`src/rtl/toggle_arb_pkg.sv`:
```
`default_nettype none
// ============================================================================
// Module   : toggle_arb_pkg
// Purpose  : Shared types and constants for the toggle arbiter slice.
//            Holds the FSM state encoding, the default NREQ/LENW sizes and
//            a one-hot helper used to build the registered grant vector.
// Ports    : none (package)
// Revision : 1.0 - initial release
// ============================================================================
package toggle_arb_pkg;

    localparam int c_DEF_NREQ = 4;
    localparam int c_DEF_LENW = 4;
    localparam int c_MAX_NREQ = 8;

    typedef enum logic [1:0] {
        IDLE  = 2'd0,
        BURST = 2'd1,
        DONE  = 2'd2
    } arb_state_t;

    // One-hot vector with bit idx set, sized for the largest supported NREQ.
    // Callers truncate to their own requester count.
    function automatic logic [c_MAX_NREQ-1:0] onehot(input logic [2:0] idx);
        logic [c_MAX_NREQ-1:0] v;
        v      = '0;
        v[idx] = 1'b1;
        return v;
    endfunction

endpackage
`default_nettype wire

```
`src/rtl/toggle_arb_rr_pick.sv`:
```
`default_nettype none
// ============================================================================
// Module   : toggle_arb_rr_pick
// Purpose  : Combinational pick of the first set request bit at or after a
//            pointer, wrapping past the top back to index 0. With the pointer
//            tied to zero it degenerates to lowest-index-wins priority.
// Ports    : i_req   - request vector (NREQ bits)
//            i_ptr   - search start index
//            o_idx   - index of the selected requester
//            o_valid - high when any request bit is set
// Revision : 1.0 - initial release
// ============================================================================
module toggle_arb_rr_pick
    import toggle_arb_pkg::*;
#(
    parameter int NREQ = c_DEF_NREQ,
    parameter int PTRW = $clog2(NREQ)
) (
    input  logic [NREQ-1:0] i_req,
    input  logic [PTRW-1:0] i_ptr,
    output logic [PTRW-1:0] o_idx,
    output logic            o_valid
);

    always_comb begin
        int w_j;
        w_j     = 0;
        o_idx   = '0;
        o_valid = 1'b0;
        for (int i = 0; i < NREQ; i++) begin
            // Wrap by subtraction so NREQ need not be a power of two.
            w_j = int'(i_ptr) + i;
            if (w_j >= NREQ) begin
                w_j = w_j - NREQ;
            end
            if (!o_valid && i_req[w_j]) begin
                o_valid = 1'b1;
                o_idx   = PTRW'(w_j);
            end
        end
    end

endmodule
`default_nettype wire

```
`src/rtl/toggle_arbiter.sv`:
```
`default_nettype none
// ============================================================================
// Module   : toggle_arbiter
// Purpose  : Shares one T flip-flop (q) between NREQ requesters. A granted
//            requester receives a burst of len toggles, then a one-cycle done
//            pulse; the grant is then released and arbitration resumes.
//            Build option TOGGLE_ARB_FIXED_PRIO_EN selects fixed priority
//            (lowest index wins); default is round-robin.
// Ports    : clk   - rising-edge clock
//            reset - asynchronous active-high reset
//            req   - per-requester request, held until its done
//            len   - packed burst lengths, requester i at [i*LENW +: LENW]
//            gnt   - registered one-hot grant
//            t_en  - toggle enable, high in BURST
//            q     - shared toggle state
//            busy  - high whenever not IDLE
//            done  - one-cycle pulse at the end of each grant
// Revision : 1.0 - initial release
// ============================================================================
module toggle_arbiter
    import toggle_arb_pkg::*;
#(
    parameter int NREQ = c_DEF_NREQ,
    parameter int LENW = c_DEF_LENW
) (
    input  logic                 clk,
    input  logic                 reset,
    input  logic [NREQ-1:0]      req,
    input  logic [NREQ*LENW-1:0] len,
    output logic [NREQ-1:0]      gnt,
    output logic                 t_en,
    output logic                 q,
    output logic                 busy,
    output logic                 done
);

    localparam int c_PTRW = $clog2(NREQ);

    arb_state_t        r_state;
    logic [LENW-1:0]   r_cnt;
    logic [c_PTRW-1:0] r_sel;
    logic [NREQ-1:0]   r_gnt;
    logic              r_q;

    logic [c_PTRW-1:0] w_ptr;
    logic [c_PTRW-1:0] w_idx;
    logic              w_valid;
    logic [LENW-1:0]   w_len;
    logic [NREQ-1:0]   w_oh;
    logic [c_PTRW-1:0] w_ptr_next;

`ifdef TOGGLE_ARB_FIXED_PRIO_EN
    // Search always starts at requester 0.
    assign w_ptr = '0;
`else
    logic [c_PTRW-1:0] r_ptr;
    assign w_ptr = r_ptr;
`endif

    toggle_arb_rr_pick #(
        .NREQ (NREQ),
        .PTRW (c_PTRW)
    ) u_pick (
        .i_req   (req),
        .i_ptr   (w_ptr),
        .o_idx   (w_idx),
        .o_valid (w_valid)
    );

    assign w_len      = len[w_idx*LENW +: LENW];
    assign w_oh       = NREQ'(onehot(3'(w_idx)));
    assign w_ptr_next = (r_sel == c_PTRW'(NREQ-1)) ? '0 : r_sel + 1'b1;

    // Status outputs are plain decodes of the state register.
    assign t_en = (r_state == BURST);
    assign done = (r_state == DONE);
    assign busy = (r_state != IDLE);
    assign gnt  = r_gnt;
    assign q    = r_q;

    always_ff @(posedge clk or posedge reset) begin
        if (reset) begin
            r_state <= IDLE;
            r_cnt   <= '0;
            r_sel   <= '0;
            r_gnt   <= '0;
            r_q     <= 1'b0;
`ifndef TOGGLE_ARB_FIXED_PRIO_EN
            r_ptr   <= '0;
`endif
        end else begin
            r_q <= r_q ^ t_en;
            case (r_state)
                IDLE: begin
                    if (w_valid) begin
                        // len is latched here; later changes are ignored.
                        r_sel   <= w_idx;
                        r_gnt   <= w_oh;
                        r_cnt   <= w_len;
                        r_state <= (w_len != '0) ? BURST : DONE;
                    end
                end
                BURST: begin
                    r_cnt <= r_cnt - 1'b1;
                    // A dropped request aborts; the toggle on this edge still lands.
                    if (!req[r_sel] || (r_cnt == LENW'(1))) begin
                        r_state <= DONE;
                    end
                end
                DONE: begin
                    r_gnt   <= '0;
                    r_state <= IDLE;
`ifndef TOGGLE_ARB_FIXED_PRIO_EN
                    r_ptr   <= w_ptr_next;
`endif
                end
                default: begin
                    r_state <= IDLE;
                end
            endcase
        end
    end

`ifdef TOGGLE_ARB_FIXED_PRIO_EN
    // Pointer successor is only consumed by the round-robin build.
    logic w_unused;
    assign w_unused = ^w_ptr_next;
`endif

endmodule
`default_nettype wire

```
`config.mk`:
```
export PLATFORM = sky130hd
export DESIGN_NAME = toggle_arbiter
export DESIGN_NICKNAME = d
export VERILOG_FILES = /design/src/rtl/toggle_arb_pkg.sv /design/src/rtl/toggle_arb_rr_pick.sv /design/src/rtl/toggle_arbiter.sv
export SDC_FILE = /design/constraint.sdc
export NUM_CORES = 1
export LEC_CHECK = 0
export CORE_AREA = 4 4 52 49
export CTS_CLUSTER_DIAMETER = 50
export DETAILED_ROUTE_END_ITERATION = 12
export DIE_AREA = 0 0 56 53
export DONT_BUFFER_PORTS = 1
export PLACE_DENSITY = 0.75
export RECOVER_POWER = 50
export SLEW_MARGIN = 20
export SYNTH_ARGS = -nofsm -noshare
export SYNTH_HDL_FRONTEND = slang
export SYNTH_SLANG_ARGS = --single-unit
export TNS_END_PERCENT = 30
```
`constraint.sdc`:
```
create_clock -name clk -period 2.3 [get_ports clk]
set_clock_uncertainty 0.2 [all_clocks]
set_input_delay 0.23 -clock clk [delete_from_list [all_inputs] [get_ports clk]]
set_output_delay 0.23 -clock clk [all_outputs]
set_load 0.05 [all_outputs]
```
==> impl_metrics.csv <==
group,metric,value,unit
power,leakage,0.470,nW
floorplan,dieHeight,53,um
setup_path,crit_chain,"mux2_4 -> a221oi_4 -> mux2_2 -> a32o_1 -> a21oi_1",
layout,antenna_cells,0,
synthesis,synth_edf_count,0,
synthesis,synth_nets,120,
sta,fmax,0.457,GHz
synthesis,synth_xor_xnor_area_share,0.903,%
cts,clk_pin_slew,90,ps
global_route,antenna_found_initial,0,
synthesis,synth_top_family_by_area,"compound AO/OA/AOI/OAI gates",
min_path,hold_end,"gnt[1]",
cts,htreeDepth,1,
cts,cts_root_buffer,"clkbuf_4",
global_route,grt_usage,14.2,%
synthesis,yosys_warnings,0,
power,p_per_area,1520,nW/um2
synthesis,synthDistinctLibCells,29,
route,wl,1900,um
route,num_vias,728,
cts,cts_sinks,15,
layout,area_growth,7.36,%
synthesis,synth_area,970,um2
setup_path,worst-path-max-fanout,5,
min_path,min_from,"req[2]",
floorplan,rows,16,
cts,clockBufferDepth,2,
layout,final_layout_size_suffix_gt1_share,19.0,%
cts,clk_latency,280,ps
setup_path,worstPathRequired,2310,ps
layout,n_fill_cell,216,
job,cap_violations,0,
route,detail-route-antenna-nets,0,
setup_path,reg2reg_slack,110,ps
setup_path,rr_endpoint,"r_cnt[2]",
sta,post-route-min-period,2190,ps
synthesis,synth_area_leaders,"dfrtp_1, mux2i_1, mux2_2, nand2_1, a21oi_1",
synthesis,yosys.area_share.simple,12.3,%
setup_path,worst-r2r-cell-count,5,
min_path,hp-class,"in -> reg",
synthesis,synth_top_area_cell,"dfrtp_1",
synthesis,ys_ff_latch,15,
floorplan,fp.coreArea,2080,um2
route,drc,0,
route,routedWlPerCell,15.0,um
synthesis,synthMuxAreaShare,19.1,%
sta,slew_headroom,62.1,%
route,via_per_inst,5.73,
place,port_buffers,0,
synthesis,synth_compound_gate_area_share,19.7,%
floorplan,dieArea,2970,um2
route,drt_iter0_markers,10,
synthesis,synth.top_cell.area_share,38.7,%
floorplan,start_util,46.6,%
run_status,outcome,"finished clean",
route,drt-pass1-iter-count,4,
synthesis,synth-async-reset-ratio,100,%
setup_path,crit_arrival,2200,ps
synthesis,synth-adder-area-share,3.87,%
setup_path,criticalPathCategory,"reg -> reg",
place,hpwlAfterDp,1510,um
cts,cts_tree,"yes",
min_path,hold_depth,4,
power,p_total,1.58,mW
synthesis,synthCells,95,
cts,cts_buffers,3,
sta,hold-worst-slack,165,ps
power,ir_worst_vdd,0.878,mV
setup_path,endpoint_kind,"register",
global_route,grt_overflow,0,
synthesis,netlist_top_cells_count,"dfrtp_1, nand2_1, inv_1, a21oi_1, mux2i_1",
sta,min_period_over_period,95.1,%
synthesis,ys_seq_area_share,38.7,%
global_route,grt_first_pass_wirelength,3240,um
sta,worstMarginPinSlew,563,ps
sta,finalHoldViolations,0,
global_route,grt_pass1_vias,731,
setup_path,r2r_start,"r_ptr[1]",
sta,setup_viol,0,
layout,fin_nets,126,
setup_path,critPathMaxStageDelay,450,ps
sta,rsz0062_at_grt,"no",
floorplan,dieWidth,56,um
place,gp_congestion,0.916,
synthesis,syn_avg_cell_area,10.2,um2
setup_path,cp-start-kind,"register",
sta,setup-tns-final,0,ps
setup_path,crit_slowest_cell,"dfrtp_2",
floorplan,ios,30,
synthesis,synth.most_common_cell,"dfrtp_1",
global_route,grt_max_degree,16,
place,placedInstanceArea,1000,um2
sta,slew_viol_final,0,
synthesis,synth-main-ff-cell,"dfrtp_1",
layout,design_area,1040,um2
==> metal layers <==
layer | GRT usage, % | routed length (um)
met5 | 0 | 0
met4 | 7.91 | 20
met3 | 6.83 | 206
met2 | 23.0 | 832
met1 | 15.4 | 841
==> worst max path at each step <==
stage / from / end / slack [ps]
4_1_cts: r_ptr[1] / r_cnt[2] / 100
2_1_floorplan: r_ptr[1] / r_cnt[3] / 180
5_1_grt: r_ptr[1] / r_cnt[2] / 20
3_3_place_gp: r_ptr[1] / r_cnt[2] / 180
6_report: r_ptr[1] / r_cnt[2] / 110
3_5_place_dp: r_ptr[1] / r_cnt[2] / 110
==> where the power goes <==
group | internal (mW) | leakage, nW | total (mW) | switching, mW
Combinational | 0.347 | 0.273 | 0.794 | 0.447
Clock | 0.0672 | 0.0150 | 0.147 | 0.0801
Sequential | 0.389 | 0.181 | 0.641 | 0.252
Total | 0.803 | 0.470 | 1.58 | 0.779
==> layout by cell type (no fill, tap or decap) <==
master,n
mux2_2,6
or3_1,1
a2bb2oi_2,1
xnor2_1,1
mux4_2,1
a32o_1,2
ha_1,3
dlygate4sd3_1,1
dfrtp_1,14
a22oi_1,2
mux2i_1,8
a21oi_1,8
inv_1,10
clkbuf_1,1
nand2_1,11
nor3_1,1
nand3b_1,1
nor4_1,1
o22ai_1,4
buf_4,2
a221oi_4,1
nand2b_1,3
nor3_2,1
clkbuf_4,3
nor2_1,3
o2bb2ai_1,1
a21oi_2,1
o21ai_0,3
o22a_1,2
mux2_4,1
dfrtp_2,1
nand4_2,1
==> stage by stage <==
step           util [%]  std cells  setup slack (ps)
3_5_place_dp       48.2        122               110
2_1_floorplan         -         95               179
6_report           50.0        127               112
3_3_place_gp       48.2        122               181
5_1_grt            50.0        127              18.7
4_1_cts            49.9        127               100
==> kinds of logic after synthesis <==
kind of cell    after synthesis
fa+ha+maj                     3
mux                          16
compound gates               25
simple gates                 23
flops                        15
buf+inv                      12
xor+xnor                      1
==> cell type report <==
class / instances / area (um2) / share of cell area, %
repair buffers: 3 / 25.0 / 2.40
flip-flops and latches: 15 / 377 / 36.2
multi-input cells: 68 / 542 / 52.0
inverters: 10 / 37.5 / 3.61
clock buffers: 4 / 26.3 / 2.52
well taps: 27 / 33.8 / 3.25
==> critical path, delay by kind of cell, from the launching register on <==
family / cells / cell delay (ps)
compound gates: 3 / 760
mux: 2 / 720
flops: 1 / 450
==> timing repair <==
| action | CTS | global route |
|---|---|---|
| hold buffers | 1 | 0 |
| endpoints found under the hold margin | 15 | 0 |
| setup endpoints to repair | 0 | 1 |
| resized for setup | 0 | 1 |
| buffers inserted | 0 | 0 |
==> registers in the layout, indices dropped and copies added (netlist names) <==
signal and count:
gnt 4, q 1, r_cnt 4, r_ptr 2, r_sel 2, r_state 2
(Power assumes the default switching activity.)
